<file path="src/rtl/tsmp_pkg.sv">
// Shared TSMP definitions: word-type codes, packet-type/subtype codes, default
// ethertype, and the packet-type to TSMP-subtype mapping.
package tsmp_pkg;

    typedef enum logic [1:0] {
        WORD_HEAD = 2'b01,
        WORD_BODY = 2'b11,
        WORD_TAIL = 2'b10
    } word_type_e;

    localparam logic [2:0] PKT_ARP_REQ     = 3'b110;
    localparam logic [2:0] PKT_NMAC_REPORT = 3'b101;
    localparam logic [2:0] PKT_PTP         = 3'b100;

    localparam logic [7:0] SUB_ARP_REQ     = 8'h01;
    localparam logic [7:0] SUB_NMAC_REPORT = 8'h03;
    localparam logic [7:0] SUB_PTP         = 8'h06;

    localparam logic [15:0] TSMP_ETYPE_DEFAULT = 16'hFF01;

    typedef struct packed {
        logic       valid;
        logic [7:0] subtype;
    } subtype_map_t;

    function automatic subtype_map_t map_subtype(input logic [2:0] pkt_type);
        subtype_map_t m;
        m = '0;
        case (pkt_type)
            PKT_ARP_REQ:     m = '{valid: 1'b1, subtype: SUB_ARP_REQ};
            PKT_NMAC_REPORT: m = '{valid: 1'b1, subtype: SUB_NMAC_REPORT};
            PKT_PTP:         m = '{valid: 1'b1, subtype: SUB_PTP};
            default:         m = '0;
        endcase
        return m;
    endfunction

endpackage

</file>
<file path="src/rtl/frame_encapsulation_module.sv">
// Wraps metadata-headed internal frames into TSMP frames for the controller
// port: the metadata head is replaced by a TSMP header, body/tail pass through.
module frame_encapsulation_module
    import tsmp_pkg::*;
#(
    parameter logic [47:0] TSMP_DMAC  = 48'h662211223344,
    parameter logic [47:0] TSMP_SMAC  = 48'h000000000001,
    parameter logic [15:0] TSMP_ETYPE = TSMP_ETYPE_DEFAULT
) (
    input  logic         i_clk,
    input  logic         i_rst_n,
    input  logic [133:0] iv_data,
    input  logic         i_data_wr,
    output logic [133:0] ov_data,
    output logic         o_data_wr,
    output logic [15:0]  ov_encap_cnt,
    output logic [15:0]  ov_discard_cnt
);

    typedef enum logic [1:0] {
        IDLE_S,
        TRANS_DATA_S,
        DISCARD_S
    } state_e;

    state_e        state_q, state_d;
    logic [133:0]  ov_data_q, ov_data_d;
    logic          o_data_wr_q, o_data_wr_d;
    logic [15:0]   encap_cnt_q, encap_cnt_d;
    logic [15:0]   discard_cnt_q, discard_cnt_d;

    logic          is_head;
    logic          is_tail;
    subtype_map_t  head_map;

    assign is_head  = i_data_wr && (iv_data[133:132] == WORD_HEAD);
    assign is_tail  = i_data_wr && (iv_data[133:132] == WORD_TAIL);
    assign head_map = map_subtype(iv_data[127:125]);

    always_comb begin
        state_d       = state_q;
        ov_data_d     = '0;
        o_data_wr_d   = 1'b0;
        encap_cnt_d   = encap_cnt_q;
        discard_cnt_d = discard_cnt_q;

        case (state_q)
            IDLE_S: begin
                if (is_head) begin
                    if (head_map.valid) begin
                        ov_data_d   = {WORD_HEAD, 4'b0, TSMP_DMAC, TSMP_SMAC, TSMP_ETYPE,
                                       head_map.subtype, 3'b0, iv_data[124:120]};
                        o_data_wr_d = 1'b1;
                        state_d     = TRANS_DATA_S;
                    end else begin
                        discard_cnt_d = discard_cnt_q + 16'd1;
                        state_d       = DISCARD_S;
                    end
                end
            end

            TRANS_DATA_S: begin
                ov_data_d   = iv_data;
                o_data_wr_d = i_data_wr;
                // A head here means the tail went missing: close the open frame
                // with this word retyped as a tail, and drop the new frame.
                if (is_head) begin
                    ov_data_d     = {WORD_TAIL, 4'b0, iv_data[127:0]};
                    discard_cnt_d = discard_cnt_q + 16'd1;
                    state_d       = DISCARD_S;
                end else if (is_tail) begin
                    encap_cnt_d = encap_cnt_q + 16'd1;
                    state_d     = IDLE_S;
                end
            end

            DISCARD_S: begin
                if (is_tail) begin
                    state_d = IDLE_S;
                end
            end

            default: state_d = IDLE_S;
        endcase
    end

    always_ff @(posedge i_clk or negedge i_rst_n) begin
        if (!i_rst_n) begin
            state_q       <= IDLE_S;
            ov_data_q     <= '0;
            o_data_wr_q   <= 1'b0;
            encap_cnt_q   <= '0;
            discard_cnt_q <= '0;
        end else begin
            state_q       <= state_d;
            ov_data_q     <= ov_data_d;
            o_data_wr_q   <= o_data_wr_d;
            encap_cnt_q   <= encap_cnt_d;
            discard_cnt_q <= discard_cnt_d;
        end
    end

    assign ov_data        = ov_data_q;
    assign o_data_wr      = o_data_wr_q;
    assign ov_encap_cnt   = encap_cnt_q;
    assign ov_discard_cnt = discard_cnt_q;

endmodule

</file>
<file path="config.mk">
export PLATFORM = sky130hd
export DESIGN_NAME = frame_encapsulation_module
export DESIGN_NICKNAME = d
export VERILOG_FILES = /design/src/rtl/tsmp_pkg.sv /design/src/rtl/frame_encapsulation_module.sv
export SDC_FILE = /design/constraint.sdc
export NUM_CORES = 1
export LEC_CHECK = 0
export CAP_MARGIN = 20
export CORE_MARGIN = 2
export CORE_UTILIZATION = 40
export DETAILED_ROUTE_END_ITERATION = 10
export GPL_ROUTABILITY_DRIVEN = 0
export PLACE_DENSITY = 0.92
export REMOVE_ABC_BUFFERS = 1
export SLEW_MARGIN = 10
export SYNTH_ARGS = -nofsm -noshare
export SYNTH_HDL_FRONTEND = slang
export SYNTH_SLANG_ARGS = --single-unit
</file>
<file path="constraint.sdc">
create_clock -name i_clk -period 2.2 [get_ports i_clk]
set_input_delay 0.22 -clock i_clk [delete_from_list [all_inputs] [get_ports i_clk]]
set_output_delay 0.22 -clock i_clk [all_outputs]
set_load 0.02 [all_outputs]
</file>
Word level (Yosys, flattened, before mapping)
Cells that the tools add are included.
{"block": "word_totals", "out_inout_bits": 167, "ff_bits": 169}
{"block": "op_classes", "mux": 17, "add_sub_neg": 2, "n_eq_ne": 10, "n_bitwise": 1, "n_reduce_logical": 6}
{"operator": "case mux 134 bit (2 select lines)", "n": 1}
{"operator": "two-way mux 133 bit", "n": 2}
{"operator": "two-way mux 134 bit", "n": 1}
{"operator": "two-way mux 16 bit", "n": 3}
{"operator": "adder 16 x 1 -> 16 bit, second input constant", "n": 2}
{"operator": "case mux 16 bit (2 select lines)", "n": 1}
{"operator": "case mux 9 bit (3 select lines)", "n": 1}
{"operator": "== test 3 bit, second input constant", "n": 3}
{"operator": "two-way mux 2 bit", "n": 4}
{"operator": "inequality test 2 bit, second input constant", "n": 3}
{"operator": "case mux 2 bit (3 select lines)", "n": 1}
{"operator": "== test 2 x 1 -> 1 bit, second input constant", "n": 2}
{"operator": "== test 2 bit, second input constant", "n": 2}
{"operator": "AND reduction 4 bit", "n": 1}
{"operator": "AND reduction 3 bit", "n": 1}
{"operator": "logical AND 1 bit", "n": 2}
{"operator": "logical NOT 2 bit", "n": 1}
{"operator": "two-way mux 1 bit", "n": 2}
{"operator": "case mux 1 bit (2 select lines)", "n": 1}
{"operator": "nonzero test 2 bit", "n": 1}
{"operator": "inverter 1 bit", "n": 1}

Depth between registers and ports, before layout
Gate-level depths: netlist of run 1.
{"block": "logic_depth", "ltp_word": 5, "depth_mapped": 6}

Worst setup path before layout of run 1
OpenSTA, ideal clock, no wires.
{"block": "synth_timing", "kind": "register -> register", "from": "register state_q[1]", "to": "register discard_cnt_q[8] (netlist: ov_discard_cnt[8])", "setup_slack_ps": 658, "n_path_buf": 0, "synth_period_minus_slack_ps": 1542, "stages_incl_launch_ff": 5, "setup_ps": 130, "arrival_ps": 1412, "path_cell_list": "dfrtp_1 and4bb_2 o2111ai_4 or3_1 xnor2_1"}
{"block": "synth_between", "elab_chain_cells": 3}
{"element": "start: declaration", "line": "frame_encapsulation_module.sv:26", "text": "state_e state_q, state_d;"}
{"element": "start signal: assignment", "line": "frame_encapsulation_module.sv:95", "text": "state_q <= state_d;"}
{"element": "== test 2 x 1 -> 1 bit / logical NOT 2 bit (equally long branches)", "line": "frame_encapsulation_module.sv:47", "text": "case (state_q)"}
{"element": "inequality test 2 bit (no source line) / nonzero test 2 bit (equally long branches)"}
{"element": "AND reduction 4 bit (no source line)"}
{"element": "end signal: assignment", "line": "frame_encapsulation_module.sv:99", "text": "discard_cnt_q <= discard_cnt_d;"}
{"element": "end: declaration", "line": "frame_encapsulation_module.sv:30", "text": "logic [15:0] discard_cnt_q, discard_cnt_d;"}
Parallel ways exist; a longest one is shown, timed or not.
A chain may end at the register's enable or synchronous reset.

Final worst setup path of run 1
{"block": "layout_timing", "from": "register encap_cnt_q[4] (netlist: ov_encap_cnt[4])", "to": "output port ov_encap_cnt[4]"}
{"element": "start: declaration", "line": "frame_encapsulation_module.sv:29", "text": "logic [15:0] encap_cnt_q, encap_cnt_d;"}
{"element": "start signal: assignment", "line": "frame_encapsulation_module.sv:98", "text": "encap_cnt_q <= encap_cnt_d;"}
{"element": "end: declaration", "line": "frame_encapsulation_module.sv:16", "text": "output logic [15:0] ov_encap_cnt,"}
No word-level cell between the ends.

==> results.py, run 1 <==
metrics = {
    "placement": {
        "io_buffers": 303,
        "hpwl_um": 12800,
        "dp_cells": 920,
        "detailed_place.area_sq_um": 9330,
    },
    "final_layout": {
        "layout_common_cells": "302 x clkdlybuf4s50_1, 169 x dfrtp_1, 99 x and2_1, 29 x a21o_1, 22 x xnor2_1",
        "design_area_sq_um": 9900,
        "drive_gt1_share_pct": 6.76,
        "syn_to_final_growth_pct": 64.1,
        "fin_cells": 953,
        "layout_commonest_cell": "clkdlybuf4s50_1",
        "diodes": 0,
        "utilization_pct": 67.6,
        "final_nets": 895,
    },
    "setup_path": {
        "critical_path_required_ps": 1980,
        "endpoint_kind": "output port",
        "crit_buf_inv": 1,
        "crit_type": "reg -> out",
        "startpoint_type": "flop",
        "cp_slowest_cell": "clkdlybuf4s50_1",
        "crit_family": "buffers and inverters",
        "crit_arrival_ps": 1590,
        "path_max_fanout": 9,
        "path_cells": "clkdlybuf4s50_1",
        "slowest_delay_ps": 670,
    },
    "logic_synthesis": {
        "ys.flop_type": "dfrtp_1",
        "synth_cells": 443,
        "async_reset_ff_share_pct": 100,
        "netlist_area_sq_um": 6030,
        "synth_area_leaders": "dfrtp_1 70%, and2_1 10%, a21o_1 3.6%",
        "synth_cell_types": 34,
        "synth_edf_count": 0,
        "synth_top_area_share_pct": 70.1,
        "syn_avg_cell_area_sq_um": 13.6,
        "ys_ff_latch": 169,
        "synth_seq_area_share_pct": 70.1,
        "yosys_warnings": 0,
        "synth_top_area_cell": "dfrtp_1",
    },
    "power_and_ir_drop": {
        "power_density_nw_per_um2": 683,
        "p_leak_uw": 0.00474,
        "max-vdd-ir-drop_uv": 547,
        "power_uw": 6760,
    },
    "floorplanning": {
        "die_w_um": 127,
        "placementRows": 44,
        "dieHeight_um": 127,
        "coreArea_sq_um": 14600,
        "die_area_sq_um": 16100,
        "initial_core_util_pct": 41.2,
        "ioPinCount": 304,
    },
    "detailed_routing": {
        "drtIter0Drc": 255,
        "wl_per_cell_um": 18.1,
        "wl_um": 17300,
        "drc": 0,
        "num_vias": 4526,
        "firstDrtPassIters": 4,
        "viasPerCell": 4.75,
        "ant_nets": 0,
    },
    "clock_tree": {
        "cts_buffer_depth": 2,
        "cts_setup_buffers": 0,
        "cts_buffers": 17,
        "clkTransAtPathRegs_ps": 70,
        "cts_resized": 0,
        "cts_root_buffer": "clkbuf_16",
        "postCtsHoldBufs": 1,
        "htreeDepth": 4,
        "clk_latency_ps": 410,
        "cts_tree": "built",
        "clock_sinks": 169,
    },
    "sta": {
        "fin_crit_ps": 1810,
        "worstMarginPinSlew_ps": 487,
        "whs_ps": 349,
        "fin_skew_ps": 8.79,
        "period_share_pct": 82.2,
        "rsz0062_at_grt": "no",
        "finalSetupViolCount": 0,
        "slew-limit-headroom_pct": 67.5,
        "hold_viol_final": 0,
        "slew_violations": 0,
        "max_freq_mhz": 553,
    },
    "global_route": {
        "track_usage_pct": 21.7,
        "grt_pass1_wl_um": 26400,
        "grt_remaining_overflow": 0,
        "grt_pass1_vias": 4584,
        "antenna_found_initial": 1,
        "grt_max_degree": 67,
    },
    "status": {
        "outcome": "finished, final reports clean",
    },
    "run": {
        "cap_violations": 0,
    },
    "worst_hold_path": {
        "hold_class": "in -> async",
    },
}
==> report_power, final <==
part | switching [uW] | internal (uW)
sequential | 76.4 | 3180
combinational | 285 | 404
clock | 1230 | 1590
==> metal layers <==
layer	global-route usage (%)	share of wire [%]	vias up
met2	38.0	52	173
met3	7.13	7.4	32
met1	24.9	38	2248
li1	-	-	2071
met4	7.56	2.3	2
met5	0	0.058	-
==> flip-flops by register name (all words and copies together), names as in the netlist <==
signal	cells
o_data_wr	1
ov_data	134
ov_discard_cnt	16
ov_encap_cnt	16
state_q	2
==> path summary, 6_finish.rpt <==
path                                             endpoint  cells after the start  slack [ps]                      startpoint
setup / recovery                          ov_encap_cnt[4]                      1         390     ov_encap_cnt[4]$_DFFE_PN0P_
hold / removal                     ov_data[106]$_DFF_PN0_                      2         350                         i_rst_n
hold reg to reg            ov_discard_cnt[15]$_DFFE_PN0P_                      1         470  ov_discard_cnt[15]$_DFFE_PN0P_
min in group i_clk                 ov_data[131]$_DFF_PN0_                      2         350                    iv_data[131]
setup reg to reg            ov_discard_cnt[8]$_DFFE_PN0P_                      4         500          state_q[1]$_DFFE_PN0N_
max in group asynchronous          ov_data[127]$_DFF_PN0_                      3        1140                         i_rst_n
==> cells by family after synthesis <==
kind of cell | after synthesis | share of synthesized area (%)
AOI/OAI and AO/OA | 44 | 5.85
xor gates and xnor gates | 31 | 4.50
adders and majority gates | 2 | 0.415
buffers and inverters | 26 | 1.95
DFF | 169 | 70.1
muxes | 3 | 0.539
and+or+nand+nor | 168 | 16.6
==> area by class of cell <==
type	count	area [sq um]
sequential	169	4230
multi-input combinational	248	1690
timing repair buffer	316	3170
tap	184	230
inverter	4	15.0
clock buffer	18	439
fill	1041	4740
clock inverter	14	121
==> synth_stat cells (7+ instances only) <==
cell type and instances:
dfrtp_1 169, and2_1 99, a21o_1 29, nand3_1 14, xnor2_1 22, buf_2 7
clkbuf_1 13, and3_1 8, xor2_1 9, nand2_1 10, nor2_1 9
==> stage by stage <==
step | worst slack, ps | TNS (ps)
floorplan | -1890 | -216700
global placement | 292 | 0
detailed placement | 273 | 0
CTS | 371 | 0
global route | 306 | 0
finish | 391 | 0
No activity file was read; power rests on OpenSTA's default activity.
==> run 2: changes to the inputs <==
Settings changed: CORE_UTILIZATION 40 to 36, PLACE_DENSITY 0.92 to 0.88.
Clock period 2.2 ns to 1.65 ns, I/O delays scaled along.
==> run 2 against run 1 <==
Die area up 11%. Total power grew 39%. Critical path type unchanged. Core utilization is 5.9 points lower. Clock power grew 47%. Largest cell class unchanged. Clock skew about the same. Sequential cell count did not move. Sequential share of layout area down 1.1 points. Non-clock buffer count increased by 14. Final cell count is 5.2% higher. Setup slack got worse by 330 ps. Global-route usage is 3.0 points lower.
==> results.py, run 2 (same netlist as run 1, synthesis figures left out) <==
metrics = {
    "status": {
        "outcome": "finished, final reports clean",
    },
    "floorplanning": {
        "dieHeight_um": 133,
        "ioPinCount": 304,
        "initial_core_util_pct": 36.6,
        "die_w_um": 133,
        "placementRows": 47,
        "die_area_sq_um": 17800,
        "coreArea_sq_um": 16500,
    },
    "final_layout": {
        "diodes": 0,
        "final_nets": 909,
        "layout_commonest_cell": "clkdlybuf4s50_1",
        "n_fill_cell": 1281,
        "multiInputGateArea_sq_um": 1700,
        "layout_common_cells": "277 x clkdlybuf4s50_1, 169 x dfrtp_1, 99 x and2_1, 29 x a21o_1, 22 x xnor2_1",
        "seq_area_sq_um": 4230,
        "largest_register_ffs": 134,
        "syn_to_final_growth_pct": 68.3,
        "drive_gt1_share_pct": 8.68,
        "design_area_sq_um": 10200,
    },
    "power_and_ir_drop": {
        "power_density_nw_per_um2": 926,
        "p_clk_share_pct": 44.0,
        "switching_share_pct": 23.4,
        "pwr-share-comb_pct": 10.0,
        "p_int_uw": 7210,
        "p_leak_uw": 0.00507,
        "p_seq_share_pct": 46.0,
        "max-vdd-ir-drop_uv": 686,
        "p_switching_uw": 2200,
    },
    "setup_path": {
        "startpoint": "ov_encap_cnt[13]$_DFFE_PN0P_",
        "reg2reg_slack_ps": 80,
        "reg2regPathDepth": 5,
        "critical_path_required_ps": 1480,
        "slowest_delay_ps": 630,
        "cp_slowest_cell": "clkdlybuf4s50_1",
        "rr_startpoint": "state_q[1]$_DFFE_PN0N_",
        "path_max_fanout": 3,
        "path_cells": "clkdlybuf4s50_1",
        "crit_arrival_ps": 1430,
        "crit_type": "reg -> out",
        "crit_family": "buffers and inverters",
        "reg2reg_to": "ov_discard_cnt[14]$_DFFE_PN0P_",
        "endpoint_kind": "output port",
        "startpoint_type": "flop",
        "crit_buf_inv": 1,
    },
    "global_route": {
        "grt_pass1_vias": 4476,
        "track_usage_pct": 18.7,
        "grt_max_degree": 70,
        "grt_remaining_overflow": 0,
        "grt_pass1_wl_um": 25200,
        "antenna_found_initial": 0,
    },
    "detailed_routing": {
        "firstDrtPassIters": 4,
        "num_vias": 4499,
        "drtIter0Drc": 135,
        "wl_per_cell_um": 16.5,
        "drc": 0,
        "viasPerCell": 4.49,
        "wl_um": 16500,
        "ant_nets": 0,
    },
    "placement": {
        "hpwl_um": 12100,
        "io_buffers": 303,
        "detailed_place.area_sq_um": 9520,
    },
    "clock_tree": {
        "cts_tree": "built",
        "cts_buffer_depth": 2,
        "cts_buffers": 17,
        "clkTransAtPathRegs_ps": 70,
        "htreeDepth": 4,
        "cts_setup_buffers": 0,
        "clock_sinks": 169,
        "clk_latency_ps": 410,
        "cts_root_buffer": "clkbuf_16",
    },
    "sta": {
        "fin_crit_ps": 1590,
        "slew_violations": 0,
        "hold_viol_final": 0,
        "fin_skew_ps": 8.78,
        "period_share_pct": 96.4,
        "worstMarginPinSlew_ps": 505,
        "whs_ps": 273,
        "rsz0062_at_grt": "no",
        "finalSetupViolCount": 0,
        "slew-limit-headroom_pct": 66.4,
        "max_freq_mhz": 629,
    },
    "run": {
        "cap_violations": 0,
    },
    "worst_hold_path": {
        "hold_class": "in -> async",
    },
}
==> run 2: changes by cell type in the layout (fill, tap and decap cells not counted), sizes merged, moves of 3 or more <==
cell / previous run / this run
clkinvlp: 3 / 0
inv: 7 / 10
dlymetal6s2s: 0 / 8
dlygate4sd2: 0 / 17
clkdlybuf4s50: 302 / 277
buf: 13 / 27
==> run 2: worst max path at each step <==
| stage | to | slack (ps) | cells after the start |
|---|---|---|---|
| 2_1_floorplan | state_q[0]$_DFFE_PN0N_ | -2440 | 3 |
| 3_3_place_gp | ov_discard_cnt[8]$_DFFE_PN0P_ | -80 | 5 |
| 3_5_place_dp | ov_discard_cnt[10]$_DFFE_PN0P_ | -100 | 6 |
| 4_1_cts | ov_encap_cnt[6] | 8 | 1 |
| 5_1_grt | ov_encap_cnt[10] | 7 | 1 |
| 6_report | ov_encap_cnt[13] | 60 | 1 |
==> run 2: layout make-up <==
| type | count | share of cell area [%] |
|---|---|---|
| repair buffers | 330 | 32.6 |
| inverters | 4 | 0.148 |
| flip-flops and latches | 169 | 41.7 |
| clock inverters | 15 | 1.89 |
| multi-input cells | 248 | 16.8 |
| clock buffers | 17 | 4.19 |
| well taps | 220 | 2.71 |
==> run 2: power by group through the flow <==
stage	combinational (uW)	sequential, uW	clock (uW)
2_1_floorplan	149	4510	0
3_3_place_gp	953	4400	0
3_5_place_dp	973	4400	0
4_1_cts	961	4320	4240
5_1_grt	1020	4340	4450
6_report	945	4320	4140
==> run 2: routing by layer <==
layer	GRT usage (%)	wire (um)	share of wire, %	vias to the layer above
li1	-	-	-	2107
met1	23.1	6730	41	2199
met2	31.6	8390	51	175
met3	6.32	1140	6.9	18
met4	4.85	270	1.6	0
met5	0	0	0	-
==> run 2: repair_timing <==
item / in CTS / in global routing
endpoints found under the setup margin: 17 / 10
cloned: 0 / 0
gates resized for setup: 17 / 10
hold buffers: 1 / 0
endpoints found under the hold margin: 42 / 0
==> run 2: metrics by stage <==
stage	util, %	total power [uW]	std cells	setup WS [ps]	TNS [ps]
5_1_grt	61.7	9810	1003	6.83	0
3_5_place_dp	57.8	5370	970	-105	-1250
2_1_floorplan	-	4650	421	-2440	-287150
6_report	61.7	9400	1003	59.0	0
3_3_place_gp	57.8	5350	970	-81.0	-626
4_1_cts	61.5	9530	1003	7.55	0
